--- config.mk ---
export PLATFORM = sky130hd
export DESIGN_NAME = hazard_stall_ctrl_flat
export DESIGN_NICKNAME = d
export VERILOG_FILES = /design/src/rtl/hazard_stall_ctrl_pkg.sv /design/src/rtl/hazard_stall_ctrl_if.sv /design/src/rtl/hazard_stall_ctrl_sb_counter.sv /design/src/rtl/hazard_stall_ctrl.sv /design/src/flat_wrapper.sv
export SDC_FILE = /design/constraint.sdc
export NUM_CORES = 1
export LEC_CHECK = 0
export CORE_ASPECT_RATIO = 0.5
export CORE_MARGIN = 2
export CORE_UTILIZATION = 50
export CTS_BUF_LIST = sky130_fd_sc_hd__clkbuf_2 sky130_fd_sc_hd__clkbuf_4 sky130_fd_sc_hd__clkbuf_8
export DETAILED_ROUTE_END_ITERATION = 10
export GPL_TIMING_DRIVEN = 1
export PLACE_DENSITY = 0.71
export SKIP_CTS_REPAIR_TIMING = 1
export SLEW_MARGIN = 30
export SYNTH_ARGS = -nofsm -noshare
export SYNTH_HDL_FRONTEND = slang
export SYNTH_SLANG_ARGS = --single-unit
--- constraint.sdc ---
create_clock -name clk -period 4.5 [get_ports clk]
set_input_delay 0.675 -clock clk [delete_from_list [all_inputs] [get_ports clk]]
set_output_delay 0.675 -clock clk [all_outputs]
set_load 0.005 [all_outputs]
--- src/rtl/hazard_stall_ctrl_pkg.sv ---
// Shared types and constants for the stall/flush hazard controller.
// Holds the wait FSM state enum, register index width and x0 index.
package hazard_stall_ctrl_pkg;

    typedef enum logic {
        RUN      = 1'b0,
        MEM_WAIT = 1'b1
    } state_e;

    localparam int REG_W = 5;

    localparam logic [REG_W-1:0] X0_IDX = '0;

endpackage

--- src/rtl/hazard_stall_ctrl_if.sv ---
// Pipeline-side bundle for the stall/flush hazard controller.
// slave: controller side (hazard inputs in, stall/flush/status out).
// master: pipeline side (drives hazard inputs, observes controls).
interface hazard_stall_ctrl_if #(
    parameter int NUM_REGS = 32
);
    import hazard_stall_ctrl_pkg::*;

    logic             IssueD;
    logic             RegWriteD;
    logic [REG_W-1:0] RD_D;
    logic [REG_W-1:0] Rs1_D;
    logic [REG_W-1:0] Rs2_D;
    logic             RegWriteE;
    logic             LoadE;
    logic [REG_W-1:0] RD_E;
    logic             PCSrcE;
    logic             MemReqM;
    logic             MemReadyM;
    logic             RegWriteW;
    logic [REG_W-1:0] RD_W;

    logic                StallF;
    logic                StallD;
    logic                StallE;
    logic                StallM;
    logic                FlushD;
    logic                FlushE;
    logic                BubbleW;
    logic [NUM_REGS-1:0] PendingMask;
    logic                MemTimeout;
    logic                SbError;

    modport master (
        output IssueD, RegWriteD, RD_D, Rs1_D, Rs2_D,
        output RegWriteE, LoadE, RD_E, PCSrcE,
        output MemReqM, MemReadyM, RegWriteW, RD_W,
        input  StallF, StallD, StallE, StallM,
        input  FlushD, FlushE, BubbleW,
        input  PendingMask, MemTimeout, SbError
    );

    modport slave (
        input  IssueD, RegWriteD, RD_D, Rs1_D, Rs2_D,
        input  RegWriteE, LoadE, RD_E, PCSrcE,
        input  MemReqM, MemReadyM, RegWriteW, RD_W,
        output StallF, StallD, StallE, StallM,
        output FlushD, FlushE, BubbleW,
        output PendingMask, MemTimeout, SbError
    );

endinterface

--- src/rtl/hazard_stall_ctrl_sb_counter.sv ---
// Saturating up/down pending-write counter for one register.
// Ports: clk, rst, inc_i, dec_i, cnt_o (count), err_o (sticky over/underflow).
module sb_counter #(
    parameter int CNT_W = 2
) (
    input  logic             clk,
    input  logic             rst,
    input  logic             inc_i,
    input  logic             dec_i,
    output logic [CNT_W-1:0] cnt_o,
    output logic             err_o
);

    localparam logic [CNT_W-1:0] CNT_MAX = '1;

    logic [CNT_W-1:0] cnt_q;
    logic             err_q;

    always_ff @(posedge clk or posedge rst) begin
        if (rst) begin
            cnt_q <= '0;
            err_q <= 1'b0;
        end else begin
            case ({inc_i, dec_i})
                2'b10: begin
                    if (cnt_q == CNT_MAX) err_q <= 1'b1;
                    else                  cnt_q <= cnt_q + 1'b1;
                end
                2'b01: begin
                    if (cnt_q == '0) err_q <= 1'b1;
                    else             cnt_q <= cnt_q - 1'b1;
                end
                default: ;
            endcase
        end
    end

    assign cnt_o = cnt_q;
    assign err_o = err_q;

endmodule

--- src/rtl/hazard_stall_ctrl.sv ---
// Stall/flush generation for F/D/E/M plus pending-write scoreboard.
// Ports: clk, rst (async active-high), hz (slave side of the hazard bundle).
module hazard_stall_ctrl
    import hazard_stall_ctrl_pkg::*;
#(
    parameter int NUM_REGS = 32,
    parameter int CNT_W    = 2,
    parameter int WAIT_MAX = 255
) (
    input  logic               clk,
    input  logic               rst,
    hazard_stall_ctrl_if.slave hz
);

    localparam int WAIT_W = $clog2(WAIT_MAX + 1);
    localparam logic [WAIT_W-1:0] WMAX = WAIT_W'(WAIT_MAX);

    state_e            state_q;
    logic [WAIT_W-1:0] wait_q;
    logic              timeout_q;

    logic mem_wait;
    logic load_use;
    logic stall_fd, stall_em, flush_d, flush_e, bubble_w;

    assign mem_wait = hz.MemReqM & ~hz.MemReadyM;

    assign load_use = hz.LoadE & hz.RegWriteE
                    & (hz.RD_E != X0_IDX) & hz.IssueD
                    & ((hz.RD_E == hz.Rs1_D)
                     | (hz.RD_E == hz.Rs2_D));

    // Outputs are forced low while rst is high so a reset
    // during a wait drops the stalls without a clock edge.
    always_comb begin
        stall_fd = 1'b0;
        stall_em = 1'b0;
        flush_d  = 1'b0;
        flush_e  = 1'b0;
        bubble_w = 1'b0;
        if (!rst) begin
            if (mem_wait) begin
                stall_fd = 1'b1;
                stall_em = 1'b1;
                bubble_w = 1'b1;
            end else if (hz.PCSrcE) begin
                flush_d = 1'b1;
                flush_e = 1'b1;
            end else if (load_use) begin
                stall_fd = 1'b1;
                flush_e  = 1'b1;
            end
        end
    end

    assign hz.StallF  = stall_fd;
    assign hz.StallD  = stall_fd;
    assign hz.StallE  = stall_em;
    assign hz.StallM  = stall_em;
    assign hz.FlushD  = flush_d;
    assign hz.FlushE  = flush_e;
    assign hz.BubbleW = bubble_w;

    always_ff @(posedge clk or posedge rst) begin
        if (rst) begin
            state_q   <= RUN;
            wait_q    <= '0;
            timeout_q <= 1'b0;
        end else begin
            unique case (state_q)
                RUN: begin
                    if (mem_wait) state_q <= MEM_WAIT;
                end
                MEM_WAIT: begin
                    if (hz.MemReadyM) begin
                        state_q <= RUN;
                        wait_q  <= '0;
                    end else begin
                        if (wait_q != WMAX)
                            wait_q <= wait_q + 1'b1;
                        if (wait_q == WMAX - 1'b1)
                            timeout_q <= 1'b1;
                    end
                end
                default: state_q <= RUN;
            endcase
        end
    end

    assign hz.MemTimeout = timeout_q;

    logic [NUM_REGS-1:0] err;

    assign err[0]            = 1'b0;
    assign hz.PendingMask[0] = 1'b0;

    for (genvar r = 1; r < NUM_REGS; r++) begin : g_sb
        logic             inc;
        logic             dec;
        logic [CNT_W-1:0] cnt;

        assign inc = hz.IssueD & hz.RegWriteD
                   & (hz.RD_D == REG_W'(r))
                   & ~stall_fd & ~flush_e;
        assign dec = hz.RegWriteW
                   & (hz.RD_W == REG_W'(r))
                   & ~bubble_w;

        sb_counter #(.CNT_W(CNT_W)) u_cnt (
            .clk   (clk),
            .rst   (rst),
            .inc_i (inc),
            .dec_i (dec),
            .cnt_o (cnt),
            .err_o (err[r])
        );

        assign hz.PendingMask[r] = |cnt;
    end

    assign hz.SbError = |err;

endmodule

--- src/flat_wrapper.sv ---
// flat-port wrapper written by rule: the top's interface ports become plain ports
module hazard_stall_ctrl_flat import hazard_stall_ctrl_pkg::*;
#(
    parameter int NUM_REGS = 32,
    parameter int CNT_W    = 2,
    parameter int WAIT_MAX = 255
)
  (clk, rst, hz_IssueD, hz_RegWriteD, hz_RD_D, hz_Rs1_D, hz_Rs2_D, hz_RegWriteE, hz_LoadE, hz_RD_E, hz_PCSrcE, hz_MemReqM, hz_MemReadyM, hz_RegWriteW, hz_RD_W, hz_StallF, hz_StallD, hz_StallE, hz_StallM, hz_FlushD, hz_FlushE, hz_BubbleW, hz_PendingMask, hz_MemTimeout, hz_SbError);
  hazard_stall_ctrl_if #(.NUM_REGS(NUM_REGS)) hz_i ();
  input  logic clk;
  input  logic rst;
  input wire logic [$bits(hz_i.IssueD)-1:0] hz_IssueD;
  input wire logic [$bits(hz_i.RegWriteD)-1:0] hz_RegWriteD;
  input wire logic [$bits(hz_i.RD_D)-1:0] hz_RD_D;
  input wire logic [$bits(hz_i.Rs1_D)-1:0] hz_Rs1_D;
  input wire logic [$bits(hz_i.Rs2_D)-1:0] hz_Rs2_D;
  input wire logic [$bits(hz_i.RegWriteE)-1:0] hz_RegWriteE;
  input wire logic [$bits(hz_i.LoadE)-1:0] hz_LoadE;
  input wire logic [$bits(hz_i.RD_E)-1:0] hz_RD_E;
  input wire logic [$bits(hz_i.PCSrcE)-1:0] hz_PCSrcE;
  input wire logic [$bits(hz_i.MemReqM)-1:0] hz_MemReqM;
  input wire logic [$bits(hz_i.MemReadyM)-1:0] hz_MemReadyM;
  input wire logic [$bits(hz_i.RegWriteW)-1:0] hz_RegWriteW;
  input wire logic [$bits(hz_i.RD_W)-1:0] hz_RD_W;
  output wire logic [$bits(hz_i.StallF)-1:0] hz_StallF;
  output wire logic [$bits(hz_i.StallD)-1:0] hz_StallD;
  output wire logic [$bits(hz_i.StallE)-1:0] hz_StallE;
  output wire logic [$bits(hz_i.StallM)-1:0] hz_StallM;
  output wire logic [$bits(hz_i.FlushD)-1:0] hz_FlushD;
  output wire logic [$bits(hz_i.FlushE)-1:0] hz_FlushE;
  output wire logic [$bits(hz_i.BubbleW)-1:0] hz_BubbleW;
  output wire logic [$bits(hz_i.PendingMask)-1:0] hz_PendingMask;
  output wire logic [$bits(hz_i.MemTimeout)-1:0] hz_MemTimeout;
  output wire logic [$bits(hz_i.SbError)-1:0] hz_SbError;
  assign hz_i.IssueD = hz_IssueD;
  assign hz_i.RegWriteD = hz_RegWriteD;
  assign hz_i.RD_D = hz_RD_D;
  assign hz_i.Rs1_D = hz_Rs1_D;
  assign hz_i.Rs2_D = hz_Rs2_D;
  assign hz_i.RegWriteE = hz_RegWriteE;
  assign hz_i.LoadE = hz_LoadE;
  assign hz_i.RD_E = hz_RD_E;
  assign hz_i.PCSrcE = hz_PCSrcE;
  assign hz_i.MemReqM = hz_MemReqM;
  assign hz_i.MemReadyM = hz_MemReadyM;
  assign hz_i.RegWriteW = hz_RegWriteW;
  assign hz_i.RD_W = hz_RD_W;
  assign hz_StallF = hz_i.StallF;
  assign hz_StallD = hz_i.StallD;
  assign hz_StallE = hz_i.StallE;
  assign hz_StallM = hz_i.StallM;
  assign hz_FlushD = hz_i.FlushD;
  assign hz_FlushE = hz_i.FlushE;
  assign hz_BubbleW = hz_i.BubbleW;
  assign hz_PendingMask = hz_i.PendingMask;
  assign hz_MemTimeout = hz_i.MemTimeout;
  assign hz_SbError = hz_i.SbError;
  hazard_stall_ctrl #(.NUM_REGS(NUM_REGS), .CNT_W(CNT_W), .WAIT_MAX(WAIT_MAX)) u_core (.clk(clk), .rst(rst), .hz(hz_i));
endmodule
Word level (Yosys, flattened, before mapping)
Index checks and enable logic that the tools add are counted.
{"block": "word_totals", "word_cells": 940, "inputBits": 35, "ff_bits": 103, "out_inout_bits": 41}
{"block": "op_classes", "n_reduce_logical": 160, "n_bitwise": 167, "n_addsub": 63, "muxes": 202, "eq_ne": 283}
{"operator": "inequality test 2 bit, second input constant", "n": 124}
{"operator": "AND reduction 3 bit", "n": 63}
{"operator": "AND 1 bit", "n": 161}
{"operator": "== test 5 bit, second input constant", "n": 32}
{"operator": "== test 2 bit, second input constant", "n": 62}
{"operator": "2-to-1 mux 2 bit", "n": 62}
{"operator": "case mux 2 bit (2 select lines)", "n": 31}
{"operator": "== test 5 x 4 -> 1 bit, second input constant", "n": 16}
{"operator": "2-to-1 mux 1 bit", "n": 75}
{"operator": "case mux 1 bit (2 select lines)", "n": 32}
{"operator": "nonzero test 2 bit", "n": 32}
{"operator": "adder 2 x 1 -> 2 bit, second input constant", "n": 31}
{"operator": "== test 2 x 1 -> 1 bit, second input constant", "n": 31}
{"operator": "logical NOT 2 bit", "n": 31}
{"operator": "OR reduction 2 bit", "n": 31}
{"operator": "subtractor 2 x 1 -> 2 bit, second input constant", "n": 31}
{"operator": "== test 5 x 3 -> 1 bit, second input constant", "n": 8}
{"operator": "OR reduction 31 bit", "n": 1}
{"operator": "== test 5 x 2 -> 1 bit, second input constant", "n": 4}
{"operator": "2-to-1 mux 8 bit", "n": 2}
{"operator": "== test 5 x 1 -> 1 bit, second input constant", "n": 2}
{"operator": "== test 5 bit", "n": 2}
{"operator": "adder 8 x 1 -> 8 bit, second input constant", "n": 1}
{"operator": "== test 8 bit, second input constant", "n": 1}
{"operator": "other kinds (5)", "n": 9}

Logic depth before layout (Yosys ltp)
{"block": "logic_depth", "depth_word": 14, "depth_mapped": 11, "mapped_depth_nobuf": 10}

By module
Synthesis repeated with hierarchy kept, for this count alone.
{"block": "hier_totals", "cells_unflattened": 813, "area_unflattened_um2": 7180.6}
{"module": "sb_counter", "area_per_inst_um2": 180.2, "cells_each": 18, "n_inst": 31}
{"module": "hazard_stall_ctrl", "area_per_inst_um2": 1595.3, "cells_each": 255, "n_inst": 1}

Worst setup path before layout
OpenSTA, ideal clock, no wires.
{"block": "synth_path", "path_kind": "in2reg", "startpoint": "in rst", "endpoint": "reg u_core.g_sb[6].u_cnt.cnt_q[0]", "cell_stages": 9, "n_path_buf": 1, "setup_slack_ps": -35, "required_time_ps": 4374, "t_arrival_ps": 4409, "path_cell_list": "inv_1 -> a211oi_4 -> a2bb2oi_2 -> a21bo_2 -> buf_4 -> nand3_1 -> ha_1 -> nor2b_1 -> o32a_1"}
{"block": "synth_between", "elab_chain_cells": 7, "word_cells_on_any_way": 16, "classes_between": "eq/ne: 4; mux: 4; bitwise: 6; reduce/logical: 2"}
{"item": "start, declared", "line_no": "flat_wrapper.sv:11", "rtl": "input logic rst;"}
{"item": "2-to-1 mux 1 bit", "line_no": "hazard_stall_ctrl.sv:41", "rtl": "if (!rst) begin"}
{"item": "NOT 1 bit", "line_no": "hazard_stall_ctrl.sv:104", "rtl": "& ~stall_fd & ~flush_e;"}
{"item": "AND 1 bit (2 in series)", "line_no": "hazard_stall_ctrl.sv:104"}
{"item": "== test 2 x 1 -> 1 bit or == test 2 bit (tied branches)", "line_no": "hazard_stall_ctrl_sb_counter.sv:24", "rtl": "case ({inc_i, dec_i})"}
{"item": "inequality test 2 bit (no source line) or nonzero test 2 bit (tied branches)"}
{"item": "AND reduction 3 bit (no source line)"}
{"item": "end signal, assigned", "line_no": "hazard_stall_ctrl_sb_counter.sv:27", "rtl": "else cnt_q <= cnt_q + 1'b1;"}
{"item": "end signal, assigned", "line_no": "hazard_stall_ctrl_sb_counter.sv:31", "rtl": "else cnt_q <= cnt_q - 1'b1;"}
{"item": "end, declared", "line_no": "hazard_stall_ctrl_sb_counter.sv:16", "rtl": "logic [CNT_W-1:0] cnt_q;"}
Parallel ways exist; a longest one is shown, timed or not.
A chain may end at the register's enable or synchronous reset.

Worst setup path after layout
{"block": "layout_path", "startpoint": "in hz_RD_E[4]", "endpoint": "out hz_StallD"}
{"block": "layout_between", "elab_chain_cells": 8, "word_cells_on_any_way": 11, "classes_between": "eq/ne: 2; mux: 4; bitwise: 4; reduce/logical: 1"}
{"item": "start, declared", "line_no": "flat_wrapper.sv:19", "rtl": "input wire logic [$bits(hz_i.RD_E)-1:0] hz_RD_E;"}
{"item": "nonzero test 5 bit", "line_no": "hazard_stall_ctrl.sv:29", "rtl": "& (hz.RD_E != X0_IDX) & hz.IssueD"}
{"item": "AND 1 bit (2 in series)", "line_no": "hazard_stall_ctrl.sv:29"}
{"item": "AND 1 bit (*)", "line_no": "hazard_stall_ctrl.sv:30", "rtl": "& ((hz.RD_E == hz.Rs1_D)"}
{"item": "2-to-1 mux 1 bit (*)", "line_no": "hazard_stall_ctrl.sv:49", "rtl": "end else if (load_use) begin"}
{"item": "2-to-1 mux 1 bit (*)", "line_no": "hazard_stall_ctrl.sv:46", "rtl": "end else if (hz.PCSrcE) begin"}
{"item": "2-to-1 mux 1 bit (*)", "line_no": "hazard_stall_ctrl.sv:42", "rtl": "if (mem_wait) begin"}
{"item": "2-to-1 mux 1 bit (*)", "line_no": "hazard_stall_ctrl.sv:41"}
{"item": "end, declared", "line_no": "flat_wrapper.sv:26", "rtl": "output wire logic [$bits(hz_i.StallD)-1:0] hz_StallD;"}
Mark *: on every way between the ends. The rest lies on a longest branch, timed or not.

==> metrics <==
WL final=17320 um; initial antenna violation count=0; Worst Setup EP=hz_StallD; Root Buffer=clkbuf_8; Sink Count=between 100 and 150; grt total ovfl=0; outcome=finished clean; Synth Flop Type=dfrtp_1; Synth area leaders=dfrtp_1 36%, ha_1 11%, a21oi_1 5.2%, o21ai_0 5.1%, nor2b_1 3.7%; Max FO, Critical Path=4; Ys Warns=0; drt first pass iters=5; worst skew pair latency=0.39 ns; vias in the first global route=5866; CTS tree=built; RSZ-0062 raised after global routing=no; most frequent cells in the layout=103 x dfrtp_1, 74 x a21oi_1, 74 x clkdlybuf4s50_1; GPL Wtd Cong=0.9361; die area=approximately 0.015 sq mm; largest net degree at the start of global routing=54; P_leak=roughly 3.3 nW; Worst Skew=0.01183 ns; Site Rows=30; Max Clock Freq=293.1 MHz; gr usage total=0.2331; Final nets=991; Slew Viols, Final=0; first-pass GRT wire length=28540 um; required time worst endpoint=3.83 ns; Cells after Synth=830; Slew @ Worst Pin=0.8559 ns; syn_area_per_cell=8.593 sq um; EDFF count, synth=0; min-delay worst type=reg2reg; final setup violation count=0; sequential fraction of the synthesis area=0.3614; drt drc=0; CP Capture Type=output port; cell area power density=336.9 mW/mm^2; R2R Path Start=u_core.wait_q[4]; WL per Instance=around 16 um; Yosys top cell area share=0.3614; placed wire-length estimate=12750 um; Setup crit start=hz_RD_E[4]; Yosys top cell by area=dfrtp_1; Die Span Y=88.45 um; Post-Syn Area=0.007132 sq mm; drt via density=roughly 5.8; Slowest cell on crit path=clkdlybuf4s50_1; critical path cell sequence=clkdlybuf4s50_1 > xor2_1 > nor3_1 > a22oi_1 > o41ai_1 > clkdlybuf4s50_1; TritonCTS Buffers=9; period utilization=0.7583; final hold vios=0; crit path DAT=2.74 ns; Sum Neg Setup Slack=0 ns; vias=6268; clock-pin slew on the worst setup and hold paths=roughly 0.090 ns; Layout area overhead=15.39%; Port Buffers=74; placed cells=around 1100; I/O Pins=76; Die Wd=172.9 um; Core Box Area=0.01374 sq mm; CTS max path bufs=2; DR iter-0 viols=459; Cell variety after synth=56; max_slew headroom=0.4283; R2R cell count=4; Syn Nets=929; FF+latch count, synth=~100; max-cap violations=0; ant diodes=0; H-Tree Depth=3; share of cells above drive strength 1=0.07358; Startpoint Class=input pin; worst reg2reg setup slack=2.90 ns; Final ANT Viol Nets=0; crit path time final=roughly 3.4 ns; reg2reg end=u_core.wait_q[4]; Crit path largest cell delay=0.58 ns; Initial Util=0.5191; Non-Filler Instances=1089; asr flop ratio synth=1.000; critical path class=in2out; commonest non-fill, non-tap cell in the layout=dfrtp_1; cell mode on critical path=clkdlybuf4s50_1; maximum vdd drop=approximately 170 uV
==> cells in the mapped netlist (all sizes together), types with 7 or more instances <==
cell and instances:
ha 64, nor4 7, a21oi 74, a21boi 15, xor2 12, o21bai 31
nor2b 42, or2 33, nand3 44, dfrtp 103, o22a 16, o21ai 73
nor2 37, nor3b 17, o32a 7, inv 61, nand2b 7, clkbuf 11
buf 15, a31oi 9, nor3 43, nand2 57
==> power breakdown <==
part | switching, mW | internal, mW
Sequential | 0.224 | 1.17
Clock | 0.337 | 0.343
Combinational | 0.323 | 0.380
Total | 0.883 | 1.89
==> layer usage <==
layer  vias up  track usage  part of all wire
met5         -            0                 0
met2       197       0.3785              0.44
met4         0      0.05470             0.013
li1       3055            -                 -
met1      2994       0.3210              0.49
met3        22      0.05412             0.062
==> sequential cells by signal, summed over array words and instances (netlist names) <==
register and flops:
u_core.g_sb.u_cnt.err_o 31, u_core.hz.MemTimeout 1, u_core.wait_q 8, u_core.state_q 1
u_core.g_sb.u_cnt.cnt_o 62
==> layout make-up <==
type,instances,area (sq um)
fill,1217,5509
multi-input combinational,640,4184
sequential,103,2577
timing repair buffer,77,763.2
tap,192,240.2
inverter,61,232.7
clock buffer,11,151.4
clock inverter,5,80.08
==> logic make-up after synthesis <==
family / share of synthesized area
buffers and inverters: 0.05193
xor gates and xnor gates: 0.01474
adders and majority gates: 0.1123
and+or+nand+nor: 0.2326
AOI/OAI and AO/OA: 0.2265
other: 0.0005258
DFF: 0.3614
==> per-stage QoR <==
stage	area [sq um]	worst slack (ns)	util	power, mW	hold WS, ns
2_1_floorplan	7136	0.3895	-	1.823	0.4337
3_3_place_gp	7998	0.8347	0.5821	2.065	0.4507
3_5_place_dp	7998	0.8104	0.5821	2.103	0.4559
4_1_cts	8229	1.080	0.5990	2.790	0.4865
5_1_grt	8229	0.9340	0.5990	2.958	0.5093
6_report	8229	1.088	0.5990	2.772	0.4776
==> worst min path at each step <==
stage                                      startpoint                          end  slack, ns  depth (start not counted)
final                            u_core.hz.MemTimeout         u_core.hz.MemTimeout       0.48                          1
after global routing      u_core.g_sb[23].u_cnt.err_o  u_core.g_sb[23].u_cnt.err_o       0.51                          1
after CTS                 u_core.g_sb[11].u_cnt.err_o  u_core.g_sb[11].u_cnt.err_o       0.49                          1
after detailed placement  u_core.g_sb[11].u_cnt.err_o  u_core.g_sb[11].u_cnt.err_o       0.46                          1
after global placement    u_core.g_sb[13].u_cnt.err_o  u_core.g_sb[13].u_cnt.err_o       0.45                          1
after floorplan            u_core.g_sb[8].u_cnt.err_o   u_core.g_sb[8].u_cnt.err_o       0.43                          1
==> worst max-delay path, delay by kind of cell <==
family                    cells  cell delay, ns
buffers and inverters         2            1.07
AOI/OAI and AO/OA             2            0.58
and+or+nand+nor               1            0.23
xor gates and xnor gates      1            0.18
Power figures use the tool's default switching activity.
==> edit, RTL diff (config.mk and constraints unchanged) <==
`WAIT_MAX` is set to 255 in 2 places; all go to 510.
--- a/src/rtl/hazard_stall_ctrl.sv
+++ b/src/rtl/hazard_stall_ctrl.sv
@@ -5,7 +5,7 @@
 #(
     parameter int NUM_REGS = 32,
     parameter int CNT_W    = 2,
-    parameter int WAIT_MAX = 255
+    parameter int WAIT_MAX = 510
 ) (
     input  logic               clk,
     input  logic               rst,
--- a/src/flat_wrapper.sv
+++ b/src/flat_wrapper.sv
@@ -3,7 +3,7 @@
 #(
     parameter int NUM_REGS = 32,
     parameter int CNT_W    = 2,
-    parameter int WAIT_MAX = 255
+    parameter int WAIT_MAX = 510
 )
   (clk, rst, hz_IssueD, hz_RegWriteD, hz_RD_D, hz_Rs1_D, hz_Rs2_D, hz_RegWriteE, hz_LoadE, hz_RD_E, hz_PCSrcE, hz_MemReqM, hz_MemReadyM, hz_RegWriteW, hz_RD_W, hz_StallF, hz_StallD, hz_StallE, hz_StallM, hz_FlushD, hz_FlushE, hz_BubbleW, hz_PendingMask, hz_MemTimeout, hz_SbError);
   hazard_stall_ctrl_if #(.NUM_REGS(NUM_REGS)) hz_i ();
Behaviour: same outputs for any inputs over 4 cycles, from zero or initial values and one cycle with rst high; that may be too few to reach the edited logic, so the function may still have changed.
==> edit against the unedited design <==
- cell area up 1.8%
- synthesized area up 1.1%
- synthesized cell count up 0.24%
- sequential cell count up 1
- combinational power up 2%
- register-to-register slack worse by 410 ps
- worst setup slack worse by 2.0 ps
- power up 2.8%
- utilization up 0.74 points
- routed wire length down 4.4%
- critical path type unchanged
- largest cell class unchanged
- largest power group unchanged
==> edit: results (changes against the unedited design) <==
Outcome
  – Status: finished, final reports clean

Finish
  – Max reg flops: 62 (unchanged)
  – Ant diodes: 0 (unchanged)
  – Layout cells sized above 1: 0.0830 (+0.00939)
  – Fin nets: 999 (+0.81%)

Clock network
  – Clk Latency, worst-skew pair: 400 ps
  – Clk buf depth: 2 (unchanged)
  – Num CTS Buffers: 9 (unchanged)
  – Worst-path clk slew: 90 ps (about the same)
  – Root Driver: clkbuf_8
  – H-tree depth: 3 (unchanged)

Place
  – Placer Congestion: 0.869 (-7.2%)
  – Post-place instance area: 0.00812 mm2 (+1.6%)
  – Port Buf Inserts: 74 (unchanged)
  – Placed insts: 1080 (+0.65%)
  – Dpl hpwl: 12600 um (-1.5%)

Synthesis
  – Dominant synthesized flop cell: dfrtp_1
  – Syn_nets: 932 (+0.32%)
  – Commonest cells post-synth: dfrtp_1 (104), a21oi_1 (68), nand2_1 (67)
  – Sequential area share after synthesis: 0.361 (-0.000418)
  – Dominant cells by area after synthesis: dfrtp_1 (36%), ha_1 (11%), a21oi_1 (4.7%)
  – Netlist cell types: 52 (-7.1%)
  – Synth warn: 0 (unchanged)
  – Avg Synthesized Cell Area: 8.67 um2 (+0.84%)
  – Post-synthesis async set-or-reset flop share: 1.00 (unchanged)

Setup path
  – R2r worst-path depth: 6 (+2)
  – Reg2Reg Setup Slack: 2490 ps (-410 ps)
  – Slowest cell on the critical path: clkdlybuf4s50_1
  – CP max stage delay: 590 ps
  – Largest fanout on the critical path: 4 (unchanged)
  – Crit path arrival time: 2740 ps (about the same)

Routing
  – Vias per std cell: 5.56 (-3.4%)
  – DRC violations left: 0 (unchanged)
  – Routed wire length: 16500 um (-4.4%)
  – Initial DRC count: 342 (-25%)
  – First-pass iteration count of the detailed router: 5 (unchanged)
  – Via count: 6092 (-2.8%)

Worst hold path
  – Worst hold path class: flop to flop
  – Hold Path Depth: 1 (unchanged)

Global route
  – Tot GR Track Use: 0.231 (-0.00235)
  – Number of global-route vias before repair: 5922 (+0.95%)
  – Initial antenna violation count: 0 (unchanged)
  – First-pass GRT wire length: 28400 um (-0.34%)
  – Largest net degree at the start of global routing: 76 (+41%)

Power and ir drop
  – Pleak: 3.40 nW (+1.8%)
  – Max VDD drop: 0.000168 V (-1.1%)

STA
  – Rel. slew slack: 0.387 (-0.0408)
  – Clock skew: 12.6 ps (+0.792 ps)
[edit: changes by cell type after synthesis, sizes merged, moves of 3 or more]
cell,before,now
xnor2,0,4
nor2,37,49
nand3,44,29
clkbuf,11,6
nand2,57,67
or3,1,9
nor3b,17,14
o21ai,73,65
a21oi,74,68
[edit: cells by family (layout without fill, tap and decap cells)]
| group | count (synthesis) | in the layout | share of synthesized area |
|---|---|---|---|
| adders and majority gates | 65 | 65 | 0.113 |
| DFF | 104 | 104 | 0.361 |
| buffers and inverters | 84 | 156 | 0.0507 |
| xor gates and xnor gates | 17 | 17 | 0.0207 |
| other | 1 | 1 | 0.000520 |
| AOI/OAI and AO/OA | 241 | 241 | 0.215 |
| and+or+nand+nor | 320 | 320 | 0.239 |
[edit: path summary, 6_finish.rpt]
kind	from	end
worst min-delay path	u_core.hz.MemTimeout$_DFFE_PP0P_	u_core.hz.MemTimeout$_DFFE_PP0P_
worst min register to register	u_core.hz.MemTimeout$_DFFE_PP0P_	u_core.hz.MemTimeout$_DFFE_PP0P_
max in group asynchronous	rst	u_core.g_sb[6].u_cnt.cnt_o[1]$_DFFE_PP0P_
min in group asynchronous	rst	u_core.g_sb[19].u_cnt.err_o$_DFFE_PP0P_
worst max register to register	u_core.wait_q[0]$_DFFE_PP0P_	u_core.wait_q[2]$_DFFE_PP0P_
worst max-delay path	hz_RD_E[0]	hz_StallD
[edit: worst max-delay path: cells and delay by family]
family,cells,cell delay (ps)
compound gates,2,640
xor+xnor,1,160
simple gates,1,210
buf+inv,2,1050
[edit: per-stage QoR]
step	worst slack (ps)	power [W]	hold WS (ps)
floorplan	171	0.00185	434
global placement	862	0.00210	456
detailed placement	866	0.00214	454
CTS	1040	0.00288	474
global route	971	0.00305	499
finish	1090	0.00285	468
[edit: layout make-up]
class	count	area, um2
clock buffers	11	151
clock inverters	5	103
fillers	1254	5440
inverters	62	236
multi-input cells	644	4240
flip-flops and latches	104	2600
well taps	192	240
repair buffers	78	802
[edit: power breakdown]
group	switching [W]	total, W	leakage (nW)	internal (W)
registers	0.000226	0.00141	1.15	0.00118
logic	0.000327	0.000719	2.12	0.000392
clock network	0.000328	0.000727	0.126	0.000399
total	0.000881	0.00285	3.40	0.00197
[edit: metal layers]
layer / track usage / vias to the layer above / wire, um
met3: 0.0536 / 17 / 830
li1: - / 3062 / -
met1: 0.305 / 2911 / 7890
met2: 0.390 / 102 / 7630
met4: 0.0604 / 0 / 204
met5: 0 / - / 0
